==> config.mk <==
export PLATFORM = sky130hd
export DESIGN_NAME = cmp_event_monitor
export DESIGN_NICKNAME = d
export VERILOG_FILES = /design/src/rtl/cmp_event_monitor.sv
export SDC_FILE = /design/constraint.sdc
export NUM_CORES = 1
export LEC_CHECK = 0
export BUFFER_PORTS_ARGS = -buffer_cell sky130_fd_sc_hd__buf_2
export CAP_MARGIN = 30
export CORE_ASPECT_RATIO = 0.75
export CORE_MARGIN = 1
export CORE_UTILIZATION = 40
export DETAILED_ROUTE_END_ITERATION = 7
export PLACE_DENSITY = 0.69
export SETUP_SLACK_MARGIN = 0.05
export SYNTH_ARGS = -nofsm -noshare
export SYNTH_HDL_FRONTEND = slang
export SYNTH_SLANG_ARGS = --single-unit
==> constraint.sdc <==
create_clock -name clk -period 2.5 [get_ports clk]
set_input_delay 0.375 -clock clk [delete_from_list [all_inputs] [get_ports clk]]
set_output_delay 0.375 -clock clk [all_outputs]
set_load 0.02 [all_outputs]
==> src/rtl/cmp_event_monitor.sv <==
// Comparator event monitor: counts gt/eq/lt/invalid strobes, tracks an eq-lock
// streak in a small FSM and exposes a registered counter readback.
//
//   state    | meaning
//   ---------+-----------------------------------------------------------
//   S_IDLE   | no eq streak in progress
//   S_STREAK | 1..LOCK_N-1 consecutive valid eq samples seen
//   S_LOCKED | at least LOCK_N consecutive valid eq samples seen
//   S_FAULT  | invalid comparator code seen; sticky until clr or reset
module cmp_event_monitor #(
    parameter int unsigned LOCK_N = 4
) (
    input  logic       clk,
    input  logic       rst_n,
    input  logic       ena,
    input  logic       in_valid,
    input  logic       gt,
    input  logic       eq,
    input  logic       lt,
    input  logic       clr,
    input  logic [1:0] rd_sel,
    output logic [7:0] rd_data,
    output logic       lock,
    output logic       fault
);

    typedef enum logic [1:0] {
        S_IDLE   = 2'd0,
        S_STREAK = 2'd1,
        S_LOCKED = 2'd2,
        S_FAULT  = 2'd3
    } state_t;

    localparam logic [3:0] LOCK_RUN = 4'(LOCK_N);
    localparam logic [1:0] IDX_GT  = 2'd0;
    localparam logic [1:0] IDX_EQ  = 2'd1;
    localparam logic [1:0] IDX_LT  = 2'd2;
    localparam logic [1:0] IDX_ERR = 2'd3;

    state_t     state_q, state_d;
    logic [3:0] run_q, run_d;
    logic [7:0] cnt_q [4];
    logic [7:0] cnt_d [4];
    logic [7:0] rd_data_q, rd_data_d;
    logic       lock_q, lock_d;
    logic       fault_q, fault_d;

    logic       accept;
    logic       sample_ok;
    logic [1:0] hit_idx;

    function automatic logic [7:0] sat_inc(input logic [7:0] v);
        return (v == 8'hFF) ? v : v + 8'd1;
    endfunction

    always_comb begin
        accept    = ena & in_valid & ~clr;
        // exactly one of the three flags set
        sample_ok = (gt ^ eq ^ lt) & ~(gt & eq & lt);
        hit_idx   = gt ? IDX_GT : (eq ? IDX_EQ : IDX_LT);

        state_d   = state_q;
        run_d     = run_q;
        cnt_d     = cnt_q;
        rd_data_d = rd_data_q;

        if (clr) begin
            state_d   = S_IDLE;
            run_d     = '0;
            rd_data_d = '0;
            for (int i = 0; i < 4; i++) cnt_d[i] = '0;
        end else begin
            if (ena) rd_data_d = cnt_q[rd_sel];
            if (accept) begin
                if (!sample_ok) begin
                    cnt_d[IDX_ERR] = sat_inc(cnt_q[IDX_ERR]);
                    state_d        = S_FAULT;
                    run_d          = '0;
                end else begin
                    cnt_d[hit_idx] = sat_inc(cnt_q[hit_idx]);
                    case (state_q)
                        S_IDLE, S_STREAK: begin
                            if (eq) begin
                                run_d   = (state_q == S_IDLE) ? 4'd1 : run_q + 4'd1;
                                state_d = (run_d == LOCK_RUN) ? S_LOCKED : S_STREAK;
                            end else begin
                                run_d   = '0;
                                state_d = S_IDLE;
                            end
                        end
                        S_LOCKED: begin
                            if (!eq) begin
                                run_d   = '0;
                                state_d = S_IDLE;
                            end
                        end
                        default: ;
                    endcase
                end
            end
        end

        lock_d  = (state_d == S_LOCKED);
        fault_d = (state_d == S_FAULT);
    end

    always_ff @(posedge clk or negedge rst_n) begin
        if (!rst_n) begin
            state_q   <= S_IDLE;
            run_q     <= '0;
            rd_data_q <= '0;
            lock_q    <= 1'b0;
            fault_q   <= 1'b0;
            for (int i = 0; i < 4; i++) cnt_q[i] <= '0;
        end else begin
            state_q   <= state_d;
            run_q     <= run_d;
            rd_data_q <= rd_data_d;
            lock_q    <= lock_d;
            fault_q   <= fault_d;
            for (int i = 0; i < 4; i++) cnt_q[i] <= cnt_d[i];
        end
    end

    assign rd_data = rd_data_q;
    assign lock    = lock_q;
    assign fault   = fault_q;

endmodule

==> summary.txt, run 1 <==
Clocking
  • Clock transition at path regs: 100 ps
  • CTS buffer count: 5
  • H-tree Lvls: 2
  • Longest Clk Path Bufs: 2
  • Root Buffer: clkbuf_8
  • Post-CTS Hold Buffers: 0
  • # clock sinks: 48
  • Clock latency on the worst-skew pair: 300 ps
  • Setup bufs post-CTS: 0
  • CTS tree: yes

Setup path
  • Arr. time, crit path: 2520 ps
  • R2r worst-path depth: 5
  • Slowest-stage cell, CP: mux4_1
  • Slowest stage delay, CP: 720 ps
  • Startpoint types: input pin
  • R2r startpoint: cnt_q[15]$_DFFE_PN0P_
  • Ordered list of cells on the worst path: buf_2 -> inv_1 -> ha_2 -> mux4_1 -> and4_4 -> nor3_1 -> a21oi_2 -> a221o_1
  • Max FO, Critical Path: 8
  • CP Data Required Time: 2680 ps
  • Worst R2R End: cnt_q[4]$_DFFE_PN0P_
  • Worst reg2reg setup slack: 430 ps
  • CP Class: input pin to register
  • Crit end category: register

Die
  • DIE AREA: 7400 um2
  • Die H: 74.8 um
  • Die width: 99 um
  • Core box area: 6830 um2
  • Row cnt: 26
  • I/O pins: 20
  • Initial Util: 41.3%

Yosys
  • Mapped Area: 2820 um2
  • Seq cells post-synth: 48
  • Synth Instances: 258
  • Syn Nets: 275
  • Cell variety after synth: 53
  • Sequential area share after synthesis: 42.6%
  • Synthesized area per cell: 10.9 um2
  • Yosys warnings: 0
  • Post-synth top flop: dfrtp_1
  • Post-synth EDFFs: 0
  • Post-synth ARST share: 100%

Global routing
  • Most Used Layer, Global Route: met2
  • Vias in the first global route: 2394
  • Initial antenna violation count: 0
  • First-pass GRT wire length: 12800 um
  • Grt total ovfl: 0
  • Grt met1 use: 33.5%
  • Largest net degree at the start of global routing: 33
  • Met3 GRT Util: 4.36%
  • Met2 Track Usage GR: 35.5%
  • GRT Total Usage: 23.1%

Layout
  • Design area: 3410 um2
  • Antenna cells: 0
  • Post-route insts no fill: 396
  • Final nets: 328
  • Layout area overhead: 20.7%
  • Layout cells sized above 1: 27.2%

Place
  • Port-buffer cells: 19
  • Routability Congestion: 0.914
  • Placed Area: 3260 um2
  • Placed Cells: 388
  • Dpl hpwl: 5960 um

Power and ir drop
  • Peak supply drop: 0.228 mV
  • Total power: 1.69 mW
  • Pwr/cell area: 496 nW/um2
  • Leakage: 1.57 nW

Drt
  • DRT Pass-1 Iters: 4
  • Via count: 2395
  • Drt wl/cell: 20.2 um
  • ANT nets after route: 0
  • DRC violations left: 0
  • Routed WL: 8010 um
  • Vias/cell: 6.05
  • First DRT Iteration DRCs: 254

Timing
  • RSZ-0062 raised after global routing: false
  • Worst slew pin tran: 989 ps
  • Fin Hold WS: -3.04 ps
  • Clock Skew: 11.6 ps
  • Setup TNS: 0 ps
  • F_max: 0.426 GHz
  • Fin. max-slew vios: 0
  • # setup viols final: 0
  • Post-layout min period: 2350 ps
  • Final-report hold violation count: 1
  • Rel. slew slack: 34.1%
  • Fin crit share: 93.9%

Run status
  • Outcome: finished with violations
  • Violated checks: hold timing

Worst hold path
  • Min-Delay Path Class: input pin to asynchronous set/reset pin

Run
  • Max Cap Violations: 0
==> synth_stat cells (4+ instances only) <==
cell type  instances  share of area (%)
dfrtp_1           48                 43
nor2_1            22                2.9
nand2_1           20                2.7
a22o_1            18                5.6
o21ai_0           15                2.7
mux4_2            14                 11
a21oi_1            9                1.6
mux2i_1            9                3.2
inv_1              8                1.1
ha_1               7                3.1
nor3b_1            7                1.9
and3_1             6                1.3
nor3_1             6                1.1
and2_1             5                1.1
clkbuf_1           5               0.66
nand3_1            5               0.89
a221o_1            4                1.4
==> power by group <==
group | total (mW) | leakage, nW | switching [mW] | internal (mW)
logic | 0.203 | 0.838 | 0.122 | 0.0810
clock network | 0.684 | 0.0687 | 0.281 | 0.403
registers | 0.803 | 0.666 | 0.0152 | 0.788
total | 1.69 | 1.57 | 0.418 | 1.27
==> flip-flops by register name, indices dropped and copies added (netlist names) <==
signal,cells
cnt_q,32
run_q,4
fault,1
rd_data,8
lock,1
state_q,2
==> area by class of cell <==
| class | count | area, um2 |
|---|---|---|
| clock buffers | 5 | 68.8 |
| clock inverters | 3 | 68.8 |
| fillers | 627 | 3430 |
| inverters | 8 | 30.0 |
| multi-input cells | 194 | 1560 |
| flip-flops and latches | 48 | 1200 |
| well taps | 84 | 105 |
| repair buffers | 54 | 370 |
==> per-layer routing <==
layer	share of wire, %	wire [um]
met3	6.5	524
met1	47	3770
met4	1.7	137
met2	45	3580
met5	0	0
==> per-stage QoR <==
| step | util [%] | setup slack (ps) |
|---|---|---|
| 6_report | 49.9 | 153 |
| 5_1_grt | 49.9 | 52.3 |
| 4_1_cts | 49.7 | 144 |
| 3_5_place_dp | 47.7 | -162 |
| 3_3_place_gp | 47.7 | -122 |
| 2_1_floorplan | - | 86.1 |
==> worst max-delay path by stage <==
stage               depth (start not counted)                    to  startpoint
floorplan                                   9  cnt_q[6]$_DFFE_PN0P_          gt
global placement                           10  cnt_q[4]$_DFFE_PN0P_          gt
detailed placement                         10  cnt_q[4]$_DFFE_PN0P_          gt
CTS                                        10  cnt_q[4]$_DFFE_PN0P_          gt
global route                                8  cnt_q[4]$_DFFE_PN0P_          gt
finish                                      8  cnt_q[4]$_DFFE_PN0P_          gt
==> placed cells by master (no fill, tap or decap), drive strengths merged, types with 4 or more instances in the layout <==
| master | instances |
|---|---|
| and2 | 5 |
| buf | 54 |
| nand3 | 6 |
| nand2 | 20 |
| mux4 | 16 |
| nor3b | 7 |
| mux2i | 9 |
| a21oi | 10 |
| o21ai | 15 |
| clkbuf | 5 |
| nor3 | 6 |
| inv | 9 |
| nor2 | 22 |
| dfrtp | 48 |
| a22o | 18 |
| and3 | 6 |
| a221o | 4 |
| ha | 7 |
==> critical path: cells and delay by family <==
kind	cells	cell delay, ps
compound gates	2	440
simple gates	2	470
fa+ha+maj	1	340
buf+inv	2	190
mux	1	720
==> timing repair <==
action | in CTS | in global routing
endpoints found under the setup margin | 0 | 6
endpoints found under the hold margin | 0 | 0
gates resized for setup | 0 | 2
==> kinds of logic after synthesis <==
kind of cell	Yosys count	synth area share, %
compound gates	74	19.1
simple gates	85	15.6
mux	25	16.2
xor+xnor	3	0.931
flops	48	42.6
buf+inv	16	2.48
fa+ha+maj	7	3.10
Note: power is estimated with default switching activity, not from simulation.
==> run 2: changes to the inputs <==
--- a/config.mk
+++ b/config.mk
@@ -5,6 +5,7 @@
 export SDC_FILE = /design/constraint.sdc
 export NUM_CORES = 1
 export LEC_CHECK = 0
+export ABC_CLOCK_PERIOD_IN_PS = 2500
 export BUFFER_PORTS_ARGS = -buffer_cell sky130_fd_sc_hd__buf_2
 export CAP_MARGIN = 30
 export CORE_ASPECT_RATIO = 0.75
@@ -12,6 +13,7 @@
 export CORE_UTILIZATION = 40
 export DETAILED_ROUTE_END_ITERATION = 7
 export PLACE_DENSITY = 0.69
+export REMOVE_ABC_BUFFERS = 1
 export SETUP_SLACK_MARGIN = 0.05
 export SYNTH_ARGS = -nofsm -noshare
 export SYNTH_HDL_FRONTEND = slang
==> run 2 against run 1 <==
  * The run ends with DRC left
  * Sequential share of layout area is 1.0 points higher
  * Clock skew is 7.5 ps higher
  * Register-to-register slack hardly changed
  * First-iteration DRC count is 31% lower
  * Sequential power hardly changed
  * Combinational power hardly changed
  * Final area is 2.8% lower
  * Die area stayed put
  * Critical path type unchanged
==> summary.txt, run 2 (synthesis results as in run 1) <==
Timing
  • Setup TNS: 0 ps
  • Post-layout min period: 2310 ps
  • Fin crit share: 92.5%
  • Worst slew pin tran: 1040 ps
  • RSZ-0062 raised after global routing: false
  • # setup viols final: 0
  • Final-report hold violation count: 0
  • F_max: 0.433 GHz
  • Rel. slew slack: 30.4%
  • Fin. max-slew vios: 0
  • Clock Skew: 19.2 ps

Clocking
  • Root Buffer: clkbuf_8
  • Longest Clk Path Bufs: 2
  • Setup bufs post-CTS: 0
  • # clock sinks: 48
  • CTS tree: yes
  • CTS buffer count: 5
  • Clock transition at path regs: 110 ps
  • Clock latency on the worst-skew pair: 320 ps
  • Post-CTS resize count: 0
  • H-tree Lvls: 2
  • Post-CTS Hold Buffers: 1

Setup path
  • Arr. time, crit path: 2510 ps
  • CP Data Required Time: 2690 ps
  • Crit end category: register
  • Startpoint types: input pin
  • CP Launch Point: gt
  • CP Class: input pin to register
  • Max FO, Critical Path: 8
  • R2r startpoint: cnt_q[0]$_DFFE_PN0P_

Layout
  • Max reg flops: 32
  • Most common cell after layout, fill and taps aside: dfrtp_1
  • Layout area overhead: 17.3%
  • Fillers: 638
  • Multi-input gate area: 1550 um2
  • Layout cells sized above 1: 24.0%
  • Most flops, register: cnt_q
  • Final nets: 320
  • Register Area: 1200 um2
  • Antenna cells: 0
  • Most frequent cells in the layout: 48 x dfrtp_1, 25 x buf_4, 22 x nor2_1, 20 x nand2_1, 19 x buf_2

Power and ir drop
  • Leakage: 1.52 nW
  • Total power: 1.58 mW
  • Peak supply drop: 0.229 mV
  • Pwr/cell area: 477 nW/um2

Place
  • Port-buffer cells: 19
  • Routability Congestion: 0.926
  • Dpl hpwl: 5650 um

Die
  • DIE AREA: 7400 um2
  • Initial Util: 41.3%
  • Row cnt: 26
  • Die H: 74.8 um
  • I/O pins: 20
  • Die width: 99 um
  • Core box area: 6830 um2

Global routing
  • GRT Total Usage: 21.9%
  • First-pass GRT wire length: 12200 um
  • Grt total ovfl: 0
  • Vias in the first global route: 2284
  • Initial antenna violation count: 0
  • Largest net degree at the start of global routing: 25

Worst hold path
  • Min-Delay Path Class: input pin to asynchronous set/reset pin

Drt
  • Routed WL: 7530 um
  • Drt wl/cell: 19.4 um
  • Vias/cell: 6.26
  • DRT Pass-1 Iters: 7
  • ANT nets after route: 0
  • DRC violations left: 1
  • First DRT Iteration DRCs: 176
  • Via count: 2428

Run status
  • Violated checks: DRC
  • Outcome: finished with violations

Run
  • Max Cap Violations: 0
run 2: cell count changes in the layout (fill, tap and decap cells not counted), sizes merged:
| cell | previous run | this run |
|---|---|---|
| buf | 54 | 45 |
| bufinv | 2 | 1 |
| clkinv | 0 | 1 |
| clkinvlp | 0 | 1 |
| dlygate4sd3 | 0 | 1 |
| inv | 9 | 8 |
run 2: final timing paths:
kind | end | slack, ps | cells past startpoint
hold reg to reg | cnt_q[29]$_DFFE_PN0P_ | 510 | 2
setup / recovery | cnt_q[20]$_DFFE_PN0P_ | 190 | 8
min in group clk | rd_data[7]$_DFFE_PN0P_ | 440 | 2
hold / removal | cnt_q[26]$_DFFE_PN0P_ | 420 | 2
max in group asynchronous | cnt_q[9]$_DFFE_PN0P_ | 1480 | 3
setup reg to reg | cnt_q[6]$_DFFE_PN0P_ | 430 | 6
run 2: power breakdown:
part / total [mW] / leakage (nW) / internal, mW / switching [mW]
logic: 0.202 / 0.798 / 0.0823 / 0.120
registers: 0.802 / 0.666 / 0.788 / 0.0140
clock network: 0.575 / 0.0541 / 0.296 / 0.279
run 2: metrics by stage:
step / setup slack, ps / area (um2) / cells / hold slack (ps) / utilization [%]
2_1_floorplan: -82.5 / 2780 / 250 / 79.4 / -
3_3_place_gp: -5.87 / 3190 / 379 / 240 / 46.7
3_5_place_dp: -69.5 / 3190 / 379 / 239 / 46.7
4_1_cts: 250 / 3310 / 388 / 434 / 48.5
5_1_grt: 109 / 3310 / 388 / 447 / 48.5
6_report: 188 / 3310 / 388 / 425 / 48.5
run 2: area by class of cell:
| class | count | share of cell area [%] |
|---|---|---|
| clock buffers | 5 | 2.08 |
| flip-flops and latches | 48 | 36.3 |
| inverters | 8 | 0.907 |
| well taps | 84 | 3.17 |
| repair buffers | 46 | 9.44 |
| multi-input cells | 194 | 46.8 |
| clock inverters | 3 | 1.28 |
run 2: worst max-delay path, cell delays in order:
cell	delay [ps]
buf_2	90
inv_1	50
buf_4	130
ha_1	300
or3b_2	490
a21oi_1	320
a21oi_1	390
a22o_1	350
run 2: layer usage:
layer	vias up	track usage, %	part of all wire, %
li1	1092	-	-
met1	1190	31.8	48
met2	133	33.3	42
met3	13	5.20	9.3
met4	0	5.47	1.2
met5	-	0	0
==> run 3: changes to the inputs <==
--- a/config.mk
+++ b/config.mk
@@ -10,9 +10,9 @@
 export CAP_MARGIN = 30
 export CORE_ASPECT_RATIO = 0.75
 export CORE_MARGIN = 1
-export CORE_UTILIZATION = 40
+export CORE_UTILIZATION = 52
 export DETAILED_ROUTE_END_ITERATION = 7
-export PLACE_DENSITY = 0.69
+export PLACE_DENSITY = 0.82
 export REMOVE_ABC_BUFFERS = 1
 export SETUP_SLACK_MARGIN = 0.05
 export SYNTH_ARGS = -nofsm -noshare
==> run 3 against run 2 <==
  * The run now ends clean
  * Utilization is 17 points higher
  * Sequential share of layout area up 0.069 points
  * Clock skew fell by 5.2 ps
  * Via count rose by 0.49%
  * Critical endpoint is now cnt_q[6]$_DFFE_PN0P_
==> summary.txt, run 3 (synthesis results as in run 1) <==
Place
  • Routability Congestion: 0.938
  • Port-buffer cells: 19
  • Post-place setup slack: -88.5 ps
  • Placed Area: 3170 um2
  • Placed Cells: 366
  • Dpl hpwl: 5470 um

Layout
  • Layout area overhead: 17.1%
  • Most frequent cells in the layout: 48 x dfrtp_1, 24 x buf_4, 22 x nor2_1, 20 x nand2_1, 19 x buf_2
  • Max reg flops: 32
  • Design area: 3310 um2
  • Layout cells sized above 1: 23.8%
  • Most flops, register: cnt_q
  • Multi-input gate area: 1550 um2
  • Final core utilization: 65.3%
  • Fillers: 416
  • Most common cell after layout, fill and taps aside: dfrtp_1
  • Antenna cells: 0
  • Register Area: 1200 um2
  • Post-route insts no fill: 374
  • Final nets: 318

Global routing
  • Vias in the first global route: 2244
  • Grt total ovfl: 0
  • GRT Total Usage: 28.1%
  • Initial antenna violation count: 0
  • First-pass GRT wire length: 11800 um
  • Largest net degree at the start of global routing: 30

Timing
  • F_max: 0.440 GHz
  • Clock Skew: 14.0 ps
  • RSZ-0062 raised after global routing: false
  • Post-layout min period: 2270 ps
  • Fin crit share: 90.9%
  • Fin. max-slew vios: 0
  • Fin Hold WS: 2.02 ps
  • Rel. slew slack: 70.0%
  • Final WS setup: 228 ps
  • Final-report hold violation count: 0
  • Setup TNS: 0 ps
  • # setup viols final: 0
  • Worst slew pin tran: 450 ps

Drt
  • First DRT Iteration DRCs: 196
  • DRC violations left: 0
  • DRT Pass-1 Iters: 5
  • Vias/cell: 6.52
  • ANT nets after route: 0
  • Drt wl/cell: 19.7 um
  • Via count: 2440
  • Routed WL: 7380 um

Setup path
  • CP Class: input pin to register
  • Worst path top cell family by delay: compound AO/OA/AOI/OAI gates
  • Max FO, Critical Path: 13
  • Slowest stage delay, CP: 520 ps
  • Ordered list of cells on the worst path: buf_2 -> inv_1 -> ha_1 -> buf_12 -> mux4_2 -> ha_1 -> nand3_2 -> o21bai_1 -> a21boi_1 -> a221o_1
  • Arr. time, crit path: 2470 ps
  • CP bufs+invs: 3
  • Slowest-stage cell, CP: mux4_2
  • Startpoint types: input pin
  • CP Data Required Time: 2690 ps
  • Most frequent CP cell: ha_1
  • Crit end category: register

Die
  • Die H: 65.8 um
  • I/O pins: 20
  • Die width: 87.1 um
  • Core box area: 5060 um2
  • DIE AREA: 5730 um2
  • Initial Util: 55.7%
  • Row cnt: 22

Power and ir drop
  • Leakage: 1.52 nW
  • Total power: 1.69 mW
  • Pwr/cell area: 510 nW/um2
  • Peak supply drop: 0.381 mV

Run status
  • Outcome: completed

Clocking
  • Post-CTS resize count: 0
  • Clock transition at path regs: 90 ps
  • # clock sinks: 48
  • Longest Clk Path Bufs: 2
  • Post-CTS Hold Buffers: 0
  • CTS buffer count: 5
  • Clock latency on the worst-skew pair: 310 ps
  • Root Buffer: clkbuf_8
  • H-tree Lvls: 2
  • CTS tree: yes
  • Setup bufs post-CTS: 0

Worst hold path
  • Min-Delay Path Class: input pin to asynchronous set/reset pin

Run
  • Max Cap Violations: 0
run 3: worst reg2reg max path, cell delays in order (launching register included):
cell and delay [ps]:
dfrtp_1 440, mux4_2 510, ha_1 270, nand3_2 150, o21bai_1 90, a21boi_1 160, a221o_1 320
run 3: final timing paths:
check / startpoint / end / slack [ps] / cells after the start
max: gt / cnt_q[6]$_DFFE_PN0P_ / 230 / 10
min: rst_n / cnt_q[12]$_DFFE_PN0P_ / 2 / 1
max reg2reg: cnt_q[1]$_DFFE_PN0P_ / cnt_q[6]$_DFFE_PN0P_ / 450 / 6
min reg2reg: cnt_q[21]$_DFFE_PN0P_ / cnt_q[21]$_DFFE_PN0P_ / 520 / 2
max in group asynchronous: rst_n / state_q[0]$_DFF_PN0_ / 1770 / 2
min in group clk: ena / rd_data[7]$_DFFE_PN0P_ / 450 / 3
run 3: layout make-up:
class / count / share of cell area (%)
clock buffers: 5 / 2.08
clock inverters: 3 / 2.08
well taps: 72 / 2.73
flip-flops and latches: 48 / 36.3
inverters: 8 / 0.908
repair buffers: 44 / 8.93
multi-input cells: 194 / 46.9
run 3: layer usage:
layer / wire length, um / up-vias / GRT usage (%)
li1: - / 1087 / -
met1: 3300 / 1217 / 41.3
met2: 3300 / 122 / 42.8
met3: 663 / 14 / 5.62
met4: 108 / 0 / 6.88
met5: 0 / - / 0
run 3: power breakdown:
| part | switching (mW) | internal, mW |
|---|---|---|
| Sequential | 0.0146 | 0.788 |
| Combinational | 0.122 | 0.0828 |
| Clock | 0.277 | 0.403 |
